[config.mk]
export PLATFORM = sky130hd
export DESIGN_NAME = dfu_boot_ctrl
export DESIGN_NICKNAME = d
export VERILOG_FILES = /design/src/rtl/dfu_pkg.sv /design/src/rtl/dfu_led_pattern.sv /design/src/rtl/dfu_boot_ctrl.sv
export SDC_FILE = /design/constraint.sdc
export NUM_CORES = 1
export LEC_CHECK = 0
export ABC_CLOCK_PERIOD_IN_PS = 2200
export CORE_ASPECT_RATIO = 0.8
export CORE_MARGIN = 2
export CORE_UTILIZATION = 38
export CTS_CLUSTER_DIAMETER = 30
export DETAILED_ROUTE_END_ITERATION = 12
export SLEW_MARGIN = 30
export SYNTH_ARGS = -nofsm -noshare
export SYNTH_HDL_FRONTEND = slang
export SYNTH_SLANG_ARGS = --single-unit
[constraint.sdc]
create_clock -name clk -period 2.2 [get_ports clk]
set_input_delay 0.33 -clock clk [delete_from_list [all_inputs] [get_ports clk]]
set_output_delay 0.33 -clock clk [all_outputs]
set_load 0.01 [all_outputs]
[src/rtl/dfu_pkg.sv]
// Shared constants and types for the DFU boot sequencer: DFU state codes,
// sequencer state encoding and a saturating-decrement helper.
package dfu_pkg;

   localparam logic [7:0] DFU_APP_IDLE            = 8'd0;
   localparam logic [7:0] DFU_APP_DETACH          = 8'd1;
   localparam logic [7:0] DFU_IDLE                = 8'd2;
   localparam logic [7:0] DFU_MANIFEST_WAIT_RESET = 8'd8;
   localparam logic [7:0] DFU_ERROR               = 8'd10;

   typedef logic [2:0] boot_state_t;

   localparam boot_state_t WAIT_LOCK = 3'd0;
   localparam boot_state_t POR       = 3'd1;
   localparam boot_state_t ENUM      = 3'd2;
   localparam boot_state_t STAY      = 3'd3;
   localparam boot_state_t DETACH    = 3'd4;
   localparam boot_state_t BOOT      = 3'd5;

   function automatic logic [31:0] sat_dec(input logic [31:0] v);
      return (v == 32'd0) ? 32'd0 : v - 32'd1;
   endfunction

endpackage

[src/rtl/dfu_led_pattern.sv]
// Status LED pattern generator: free-running counter feeding a pattern mux
// selected by DFU state and whether the sequencer is still in its app phase.
module dfu_led_pattern
   import dfu_pkg::*;
#(
   parameter int unsigned CNT_W = 24
) (
   input  logic       clk,
   input  logic       reset_n,
   input  logic [7:0] dfu_state,
   input  logic       mode,
   output logic       led
);

   logic [CNT_W-1:0] cnt_q;
   logic             led_q;
   logic             led_d;
   logic             idle;
   logic             busy;
   logic [4:0]       pwm;

   always_comb begin
      // Double blink: two short windows out of every eight phases.
      idle = (cnt_q[22:20] == 3'd3) || (cnt_q[22:20] == 3'd5);
      pwm  = cnt_q[23] ? cnt_q[22:18] : ~cnt_q[22:18];
      busy = (cnt_q[17:13] >= pwm);
      if (mode && (dfu_state == DFU_APP_IDLE)) begin
         led_d = ~idle;
      end else if (dfu_state == DFU_IDLE) begin
         led_d = idle;
      end else if (dfu_state == DFU_ERROR) begin
         led_d = cnt_q[21];
      end else begin
         led_d = busy;
      end
   end

   always_ff @(posedge clk) begin
      if (!reset_n) begin
         cnt_q <= '0;
         led_q <= 1'b0;
      end else begin
         cnt_q <= cnt_q + CNT_W'(1);
         led_q <= led_d;
      end
   end

   assign led = led_q;

endmodule

[src/rtl/dfu_boot_ctrl.sv]
// Boot/reset sequencer for the DFU bootloader: core power-on reset, auto-boot
// timeout, detach/warm-boot handling. Define DFU_MANIFEST_BOOT_EN to also boot
// on a bus reset seen in MANIFEST-WAIT-RESET.
module dfu_boot_ctrl
   import dfu_pkg::*;
#(
   parameter int unsigned POR_CYCLES   = 12000,
   parameter int unsigned BOOT_TIMEOUT = 36000000,
   parameter logic [1:0]  USER_IMAGE   = 2'd1,
   parameter int unsigned LED_CNT_W    = 24
) (
   input  logic       clk,
   input  logic       reset_n,
   input  logic       pll_locked,
   input  logic [7:0] dfu_state,
   input  logic       usb_reset,
   output logic       core_reset,
   output logic       warm_boot,
   output logic [1:0] boot_sel,
   output logic       led
);

   localparam logic [31:0] POR_LOAD  = (POR_CYCLES > 0) ? 32'(POR_CYCLES - 1) : 32'd0;
   localparam logic [31:0] BOOT_LOAD = (BOOT_TIMEOUT > 0) ? 32'(BOOT_TIMEOUT - 1) : 32'd0;

   boot_state_t state_q, state_d;
   logic [31:0] por_cnt_q, por_cnt_d;
   logic [31:0] boot_cnt_q, boot_cnt_d;
   logic        core_reset_q, core_reset_d;
   logic        warm_boot_q, warm_boot_d;
   logic        app_phase;

   always_comb begin
      state_d    = state_q;
      por_cnt_d  = por_cnt_q;
      boot_cnt_d = boot_cnt_q;

      // Both counters start on the lock edge and only advance while locked.
      if (state_q == WAIT_LOCK) begin
         if (pll_locked) begin
            por_cnt_d  = POR_LOAD;
            boot_cnt_d = BOOT_LOAD;
         end
      end else if (pll_locked) begin
         por_cnt_d  = sat_dec(por_cnt_q);
         boot_cnt_d = sat_dec(boot_cnt_q);
      end

      case (state_q)
         WAIT_LOCK: begin
            if (pll_locked) begin
               state_d = POR;
            end
         end
         POR: begin
            if (por_cnt_q == 32'd0) begin
               state_d = ENUM;
            end
         end
         ENUM: begin
            if (dfu_state != DFU_APP_IDLE) begin
               state_d = STAY;
            end else if (boot_cnt_q == 32'd0) begin
               state_d = BOOT;
            end
         end
         STAY: begin
            if (dfu_state == DFU_APP_DETACH) begin
               state_d = DETACH;
            end
`ifdef DFU_MANIFEST_BOOT_EN
            else if ((dfu_state == DFU_MANIFEST_WAIT_RESET) && usb_reset) begin
               state_d = BOOT;
            end
`endif
         end
         DETACH: begin
            if (dfu_state != DFU_APP_DETACH) begin
               state_d = STAY;
            end else if (usb_reset) begin
               state_d = BOOT;
            end
         end
         BOOT: begin
            state_d = BOOT;
         end
         default: begin
            state_d = WAIT_LOCK;
         end
      endcase

      core_reset_d = (state_d == WAIT_LOCK) || (state_d == POR) || (state_d == BOOT);
      warm_boot_d  = (state_d == BOOT);
   end

   always_ff @(posedge clk) begin
      if (!reset_n) begin
         state_q      <= WAIT_LOCK;
         por_cnt_q    <= POR_LOAD;
         boot_cnt_q   <= BOOT_LOAD;
         core_reset_q <= 1'b1;
         warm_boot_q  <= 1'b0;
      end else begin
         state_q      <= state_d;
         por_cnt_q    <= por_cnt_d;
         boot_cnt_q   <= boot_cnt_d;
         core_reset_q <= core_reset_d;
         warm_boot_q  <= warm_boot_d;
      end
   end

   assign app_phase = (state_q == WAIT_LOCK) || (state_q == POR) || (state_q == ENUM);

   dfu_led_pattern #(
      .CNT_W(LED_CNT_W)
   ) u_led (
      .clk      (clk),
      .reset_n  (reset_n),
      .dfu_state(dfu_state),
      .mode     (app_phase),
      .led      (led)
   );

   assign core_reset = core_reset_q;
   assign warm_boot  = warm_boot_q;
   assign boot_sel   = USER_IMAGE;

endmodule
Yosys cells after proc, flatten, opt, wreduce, memory -nomap -nowiden
Cells that the tools add are included.
{ "word_totals": {"ff_bits": 94, "inputBits": 12, "out_inout_bits": 5, "word_cells": 58} }
{ "op_classes": {"add_sub_neg": 3, "magnitude_cmp": 1, "eq_ne": 13, "muxes": 20, "bitwise_logic": 2, "reduce_logical": 12} }
{ "op_table": {"columns": ["op", "count"], "rows": [
  ["32-bit 2-to-1 mux", 8],
  ["32-bit logical NOT", 2],
  ["32-bit by 1-bit subtractor with 32-bit output (second input constant)", 2],
  ["24-bit by 1-bit adder with 24-bit output (second input constant)", 1],
  ["3-bit 2-to-1 mux", 7],
  ["3-bit one-hot mux with 6 select lines", 1],
  ["3-bit equality test (second input constant)", 4],
  ["3-bit by 2-bit equality test with 1-bit output (second input constant)", 3],
  ["8-bit by 1-bit equality test with 1-bit output (second input constant)", 1],
  ["8-bit by 2-bit equality test with 1-bit output (second input constant)", 1],
  ["8-bit by 4-bit equality test with 1-bit output (second input constant)", 1],
  ["8-bit logical NOT", 1],
  ["8-bit by 1-bit inequality test with 1-bit output (second input constant)", 1],
  ["8-bit nonzero test", 1],
  ["3-bit by 1-bit equality test with 1-bit output (second input constant)", 2],
  ["3-bit logical NOT", 2],
  ["5-bit >= comparator", 1],
  ["1-bit logical OR", 5],
  ["5-bit 2-to-1 mux", 1],
  ["5-bit inverter", 1],
  ["1-bit 2-to-1 mux", 3],
  ["1-bit logical AND", 1],
  ["1-bit inverter", 1]
]} }

Depth between registers and ports, before layout
Gate-level depths: netlist (run 1).
{ "logic_depth": {"ltp_word": 7, "depth_mapped": 10, "ltp_nobuf": 8} }

By module
Synthesis (run 1) repeated with hierarchy kept, for this count alone.
{ "unflattened": {"hier_cells": 588, "hier_area_um2": 4858.4} }
{ "modules_own_cells": {"columns": ["mod", "instances", "cells_per_inst", "area_each_um2"], "rows": [
  ["dfu_boot_ctrl", 1, 436, 3537.1],
  ["dfu_led_pattern", 1, 152, 1321.3]
]} }

Worst setup path before layout (run 1)
Ideal clock, no wire load.
{ "synth_path": {"path_type": "reg2reg", "start": "reg boot_cnt_q[12]", "end": "reg boot_cnt_q[22]", "setup_ns": 0.115, "arrival_ns": 2.256, "required_ns": 2.085, "slack_ns": -0.171, "path_stages_with_launch": 8, "path_buffers": 1, "synth_period_minus_slack_ns": 2.371, "path_cell_list": "dfxtp_1 -> or4_4 -> or3_1 -> buf_6 -> or2_4 -> or4_4 -> xor2_1 -> nor2_2"} }
{ "synth_via": {"elab_chain_len": 4, "word_cells_on_any_way": 5, "classes_between": "1 x add/sub; 3 x mux; 1 x reduce/logical"} }
{ "synth_rtl": {"columns": ["item", "line", "text"], "rows": [
  ["start: declaration", "dfu_boot_ctrl.sv:28", "logic [31:0] boot_cnt_q, boot_cnt_d;"],
  ["start signal: assignment", "dfu_boot_ctrl.sv:106", "boot_cnt_q <= boot_cnt_d;"],
  ["32-bit by 1-bit subtractor with 32-bit output or 32-bit logical NOT (tied branches)", "dfu_pkg.sv:21", "return (v == 32'd0) ? 32'd0 : v - 32'd1;"],
  ["32-bit 2-to-1 mux (*)", "dfu_pkg.sv:21", null],
  ["32-bit 2-to-1 mux (*)", "dfu_boot_ctrl.sv:44", "end else if (pll_locked) begin"],
  ["32-bit 2-to-1 mux (*)", "dfu_boot_ctrl.sv:39", "if (state_q == WAIT_LOCK) begin"]
]} }
Every way passes the cells marked *; elsewhere a longest branch is shown, timed or not. The select of a mux whose other input is x is not followed.
A chain may end at the register's enable or synchronous reset.

Final worst setup path (run 1)
{ "layout_path": {"start": "reg boot_cnt_q[15]", "end": "reg boot_cnt_q[22]"} }
The elaborated chain is that of the path after synthesis.

==> results.tsv, run 1 <==
metric	value	unit
Crit path top cell by count	or4_4	
fraction of registers with async set or reset after synthesis	0	%
CP Class	reg -> reg	
Critical Path AT	2.58	ns
Slew Limit Headroom	62.1	%
critical path endpoint category	flip-flop	
fillers	1178	
post-route setup slack	-0.131	ns
Pre-Repair DR Iteration Count	6	
clk slew on worst S/H paths	0.07	ns
number of synthesized flops with an enable pin	0	
Mean Syn Cell Area	8.30	um2
CORE AREA	12700	um2
total gr overflow	0	
chip height	106	um
root buffer cell	clkbuf_16	
Worst VDD drop	0.382	mV
dominant cell type by area after synthesis	dfxtp_1	
post-synthesis instance area	4910	um2
final hold violation count	0	
Crit-path slowest cell	or4_4	
vias in the first global route	4503	
total power	3.53	mW
register area share after synthesis	38.3	%
Post-route DRC	0	
maximum fanout along the worst path	5	
nets@finish	709	
top_reg_cell synth	dfxtp_1	
H-tree depth	3	
Synth Register Bits	94	
I/O Buffers	14	
Reg area	1890	um2
initial antenna violation count	0	
vias	4771	
Clock Tree Buf Depth	2	
hold depth	2	
post-synth top area share	38.3	%
P per Cell Area	533	nW/um2
skew final	0.00640	ns
First DRT Iteration DRCs	286	
latest clock arrival within the worst-skew pair	0.34	ns
HPWL after detailed placement	8680	um
CP max stage delay	0.53	ns
crit start category	flip-flop	
Peak Freq	429	MHz
top post-synthesis cells by area	dfxtp_1 (38%), o21ai_0 (5.1%), xnor2_1 (4.6%)	
outcome	finished, violations left	
count of final setup violators	18	
Least-Margin Pin Slew	0.567	ns
CTS tree	built	
share of post-route cells with drive strength above 1	27.1	%
most frequent cells in the layout	dfxtp_1 (85), buf_4 (84), nand2_1 (45)	
I/O pin count	17	
RSZ-0062 raised after global routing	yes	
DR vias/cell	5.50	
number of max-cap violations	0	
total CTS buffers	9	
setup TNS	-0.955	ns
Post-Syn Instances	592	
Tcrit/Tclk final	106	%
commonest non-fill, non-tap cell in the layout	dfxtp_1	
area of the multi-input gates	3190	um2
Post-Layout Cell Count	868	
first-pass GRT wire length	21100	um
worst reg2reg path depth	6	
Pleak	2.44	nW
worst hold path class	reg -> reg	
final wirelength	12700	um
Total GRT Usage	18.3	%
violated checks	negative setup slack	
Place WS	-0.246	ns
routability cong.	0.823	
synthesis-to-finish area growth	34.6	%
critical path required time	2.45	ns
Hold WS	0.482	ns
Period minus WS final	2.33	ns
DR WL/cell	14.6	um
fin. max-slew vios	0	
Die Width	131	um
Post-DRT Antenna Nets	0	
pin count of the biggest net entering global routing	41	
Synthesized Nets	612	
area of the die	13900	um2
Core Rows	37	
Starting Density	38.6	%
Placed Cells	844	
# diodes	0	
crit path cell chain	or4_4 -> or3_4 -> or2_4 -> or4_4 -> xor2_2 -> nor2_2	
Yosys cell types	65	
clock tree sinks	94	
Syn. warnings	0	
## metal layers
| layer | wire (um) | track usage (%) | vias up |
|---|---|---|---|
| met1 | 6170 | 24.9 | 2278 |
| li1 | - | - | 2362 |
| met2 | 5690 | 29.0 | 113 |
| met3 | 586 | 3.85 | 18 |
| met4 | 214 | 6.06 | 0 |
| met5 | 0 | 0 | - |
## path summary, 6_finish.rpt
| path | startpoint | endpoint | slack (ns) |
|---|---|---|---|
| max reg2reg | boot_cnt_q[15]$_SDFFE_PN0P_ | boot_cnt_q[22]$_SDFFE_PN0P_ | -0.13 |
| max | boot_cnt_q[15]$_SDFFE_PN0P_ | boot_cnt_q[22]$_SDFFE_PN0P_ | -0.13 |
| min | boot_cnt_q[19]$_SDFFE_PN0P_ | boot_cnt_q[19]$_SDFFE_PN0P_ | 0.48 |
| min reg2reg | boot_cnt_q[19]$_SDFFE_PN0P_ | boot_cnt_q[19]$_SDFFE_PN0P_ | 0.48 |
## worst max-delay path: cells and delay by family, from the launching register on
kind / cells / cell delay [ns]
flip-flops: 1 / 0.32
XOR/XNOR: 1 / 0.18
AND/OR/NAND/NOR: 5 / 1.74
## synth_stat cells (2+ instances only)
master    count
dfxtp_1      94
o21ai_0      50
nand2_1      47
nor2_1       44
nor3_1       37
xnor2_1      26
a21oi_1      24
nor4_1       22
and2_1       19
clkbuf_1     19
nand3_1      18
or3_1        18
nor2b_1      15
o31ai_1      15
xor2_1       14
nand4_1       9
and3_1        8
ha_1          8
inv_1         8
a21boi_0      7
nand3b_1      7
nand2b_1      6
a221o_1       5
or4_1         5
a22oi_1       4
buf_4         4
o311ai_0      4
or4_4         4
a31oi_1       3
buf_6         3
nand4b_1      3
nor3b_1       3
a211oi_1      2
buf_2         2
conb_1        2
nor4b_1       2
o211ai_1      2
or3_4         2
## where the power goes
part / leakage (nW) / switching [mW] / internal [mW]
logic: 1.53 / 0.132 / 0.103
clock network: 0.145 / 0.663 / 0.907
registers: 0.760 / 0.0104 / 1.71
## area by class of cell
type / count / area share [%]
Sequential cell: 94 / 28.6
Clock buffer: 10 / 3.61
Clock inverter: 5 / 0.908
Multi-Input combinational cell: 461 / 48.3
Tap cell: 175 / 3.31
Inverter: 9 / 0.511
Timing Repair Buffer: 114 / 14.8
## through the flow
step	util (%)	area (um2)
finish	52.0	6620
global route	52.0	6620
CTS	50.3	6410
detailed placement	46.5	5920
global placement	46.5	5920
floorplan	-	4990
## flip-flops by register name, indices dropped and copies added, names as in the netlist
signal,count
por_cnt_q,32
u_led.cnt_q,24
u_led.led,1
core_reset,1
boot_cnt_q,32
warm_boot,1
state_q,3
## kinds of logic after synthesis
kind of cell,count (synthesis),synth area share [%]
adders and majority gates,8,2.04
AOI/OAI and AO/OA,130,16.9
buffers and inverters,37,3.64
DFF,94,38.3
other,2,0.153
xor gates and xnor gates,40,7.13
and+or+nand+nor,281,31.8
## timing repair
item / 4_1_cts / 5_1_grt
hold buffers: 0 / 0
gates cloned: 1 / 0
pin swaps: 23 / 25
setup buffers: 5 / 3
setup endpoints to repair: 41 / 58
gates resized for setup: 55 / 50
No activity file was read; power rests on OpenSTA's default activity.
==> run 2: changes to the inputs <==
--- a/config.mk
+++ b/config.mk
@@ -5,7 +5,6 @@
 export SDC_FILE = /design/constraint.sdc
 export NUM_CORES = 1
 export LEC_CHECK = 0
-export ABC_CLOCK_PERIOD_IN_PS = 2200
 export CORE_ASPECT_RATIO = 0.8
 export CORE_MARGIN = 2
 export CORE_UTILIZATION = 38
==> results of run 2 <==
The final DEF is identical to that of run 1; final timing and power are the same.
==> run 3: changes to the inputs <==
--- a/config.mk
+++ b/config.mk
@@ -5,6 +5,7 @@
 export SDC_FILE = /design/constraint.sdc
 export NUM_CORES = 1
 export LEC_CHECK = 0
+export ABC_AREA = 1
 export CORE_ASPECT_RATIO = 0.8
 export CORE_MARGIN = 2
 export CORE_UTILIZATION = 38
==> run 3 against run 2 <==
Compared with the run above:
- final cell count up 19%
- clock power down 11%
- combinational power decreased by 8.9%
- largest power group unchanged
- largest cell class unchanged
- core utilization decreased by 8.7 points
- the run now ends clean
==> results.tsv, run 3 <==
metric	value	unit	change
outcome	complete, no violations		
Yosys cell types	49		-25%
DR WL/cell	11.9	um	-19%
Reg area	1880	um2	-0.60%
Clock Tree Buf Depth	2		unchanged
initial antenna violation count	0		unchanged
Post-Syn Instances	831		+40%
commonest non-fill, non-tap cell in the layout	nand2_1		
most frequent cells in the layout	nand2_1 (184), nor2_1 (136), dfxtp_1 (94)		
Synthesized Nets	851		+39%
fillers	1477		+25%
Peak Freq	554	MHz	+29%
I/O pin count	17		unchanged
First DRT Iteration DRCs	278		-2.8%
RSZ-0062 raised after global routing	no		
Tcrit/Tclk final	82.0	%	-24 points
final hold violation count	0		unchanged
CP Class	reg -> reg		
Largest regs	boot_cnt_q (32), por_cnt_q (32), u_led.cnt_q (24)		
clk slew on worst S/H paths	0.07	ns	about the same
synthesis-to-finish area growth	10.7	%	
crit start category	flip-flop		
area of the multi-input gates	3250	um2	+1.8%
fin. max-slew vios	0		unchanged
most frequent cell after synthesis	nand2_1		
chip height	113	um	+6.6%
pin count of the biggest net entering global routing	32		-22%
Worst VDD drop	0.377	mV	-1.4%
CORE AREA	14300	um2	+13%
worst hold path class	reg -> reg		
critical path required time	2.42	ns	-0.03 ns
Synth Register Bits	94		unchanged
Syn. warnings	0		unchanged
hold depth	2		unchanged
share of post-route cells with drive strength above 1	9.32	%	-18 points
fraction of registers with async set or reset after synthesis	0	%	unchanged
vias in the first global route	4504		+0.022%
total gr overflow	0		unchanged
Core Rows	39		+5.4%
Die Width	140	um	+6.6%
Starting Density	39.1	%	+0.48 points
number of max-cap violations	0		unchanged
Resize count post-CTS	0		-100%
clock tree sinks	94		unchanged
maximum fanout along the worst path	11		+6
latest clock arrival within the worst-skew pair	0.34	ns	about the same
routability cong.	0.829		+0.77%
Post-route DRC	0		unchanged
skew final	0.0121	ns	+0.00567 ns
nets@finish	866		+22%
first-pass GRT wire length	21500	um	+2.0%
Total GRT Usage	16.4	%	-1.9 points
vias	4911		+2.9%
most frequent cells after synthesis	nand2_1 (184), nor2_1 (136), dfxtp_1 (94)		
DR vias/cell	4.76		-13%
top post-synthesis cells by area	dfxtp_1 (34%), nand2_1 (12%), nor2_1 (9.1%)		
P per Cell Area	540	nW/um2	+1.3%
post-synth top area share	33.6	%	-4.7 points
number of synthesized flops with an enable pin	0		unchanged
final core occ	43.3	%	-8.7 points
critical path endpoint category	flip-flop		
total CTS buffers	9		unchanged
count of final setup violators	0		-18
# diodes	0		unchanged
dominant cell type by area after synthesis	dfxtp_1		
buffers inserted by post-CTS timing repair	0		-5
register area share after synthesis	33.6	%	-4.7 points
Period minus WS final	1.80	ns	-0.528 ns
worst reg2reg path depth	11		+5
hold_buf cts	0		unchanged
Pre-Repair DR Iteration Count	5		-1
top_reg_cell synth	dfxtp_1		
final wirelength	12300	um	-3.2%
Pleak	2.59	nW	+6.3%
area of the die	15700	um2	+14%
Critical Path AT	2.03	ns	-0.55 ns
H-tree depth	3		unchanged
I/O Buffers	14		unchanged
total power	3.35	mW	-5.0%
CTS tree	built		
post-synthesis instance area	5610	um2	+14%
Post-DRT Antenna Nets	0		unchanged
root buffer cell	clkbuf_16		
HPWL after detailed placement	9410	um	+8.4%
setup TNS	0	ns	+0.955 ns
Mean Syn Cell Area	6.75	um2	-19%
-- run 3: worst max-delay path: stages (launching register included) --
cell and delay [ns]:
dfxtp_1 0.34, inv_1 0.07, ha_1 0.24, nand2_2 0.13
nor2_8 0.19, nand2_4 0.09, nor2_4 0.15, nand2_2 0.09
nand2_4 0.15, inv_2 0.11, o21ai_0 0.09, nor2_1 0.05
-- run 3: kinds of logic after synthesis --
logic type | share of synthesized area [%]
AO/OA/AOI/OAI | 11.4
XOR/XNOR | 6.56
adder cells (fa/ha/maj) | 1.79
buffers and inverters | 8.41
flip-flops | 33.6
other | 0.134
AND/OR/NAND/NOR | 38.1
-- run 3: path summary, 6_finish.rpt --
kind / start / to / slack, ns
setup / recovery: boot_cnt_q[0]$_SDFFE_PN1P_ / boot_cnt_q[26]$_SDFFE_PN0P_ / 0.40
hold / removal: por_cnt_q[31]$_SDFFE_PN0P_ / por_cnt_q[31]$_SDFFE_PN0P_ / 0.48
hold reg to reg: por_cnt_q[31]$_SDFFE_PN0P_ / por_cnt_q[31]$_SDFFE_PN0P_ / 0.48
setup reg to reg: boot_cnt_q[0]$_SDFFE_PN1P_ / boot_cnt_q[26]$_SDFFE_PN0P_ / 0.40
-- run 3: layer usage --
metal | part of all wire (%) | vias up | global-route usage, % | routed length (um)
li1 | - | 2700 | - | -
met1 | 57 | 2142 | 25.3 | 6990
met2 | 39 | 61 | 23.5 | 4830
met3 | 2.8 | 8 | 2.99 | 348
met4 | 0.78 | 0 | 3.60 | 95
met5 | 0 | - | 0 | 0
-- run 3: area by class of cell --
| class | count | share of cell area, % |
|---|---|---|
| clock inverter | 3 | 0.383 |
| inverter | 98 | 5.93 |
| sequential | 94 | 30.3 |
| multi-input combinational | 620 | 52.4 |
| tap | 184 | 3.71 |
| clock buffer | 10 | 3.69 |
| timing repair buffer | 23 | 3.55 |
-- run 3: metrics by stage --
step	hold WS (ns)	instance area, um2	cells	setup slack (ns)
2_1_floorplan	0.448	5610	831	0.661
3_3_place_gp	0.473	5950	1019	0.254
3_5_place_dp	0.475	5950	1019	0.229
4_1_cts	0.486	6210	1032	0.358
5_1_grt	0.512	6210	1032	0.155
6_report	0.483	6210	1032	0.396
-- run 3: power breakdown --
part	total [mW]	internal (mW)	switching [mW]	leakage (nW)
clock	1.39	0.752	0.639	0.117
sequential	1.75	1.73	0.0222	0.761
combinational	0.215	0.0792	0.136	1.71
total	3.35	2.56	0.797	2.59
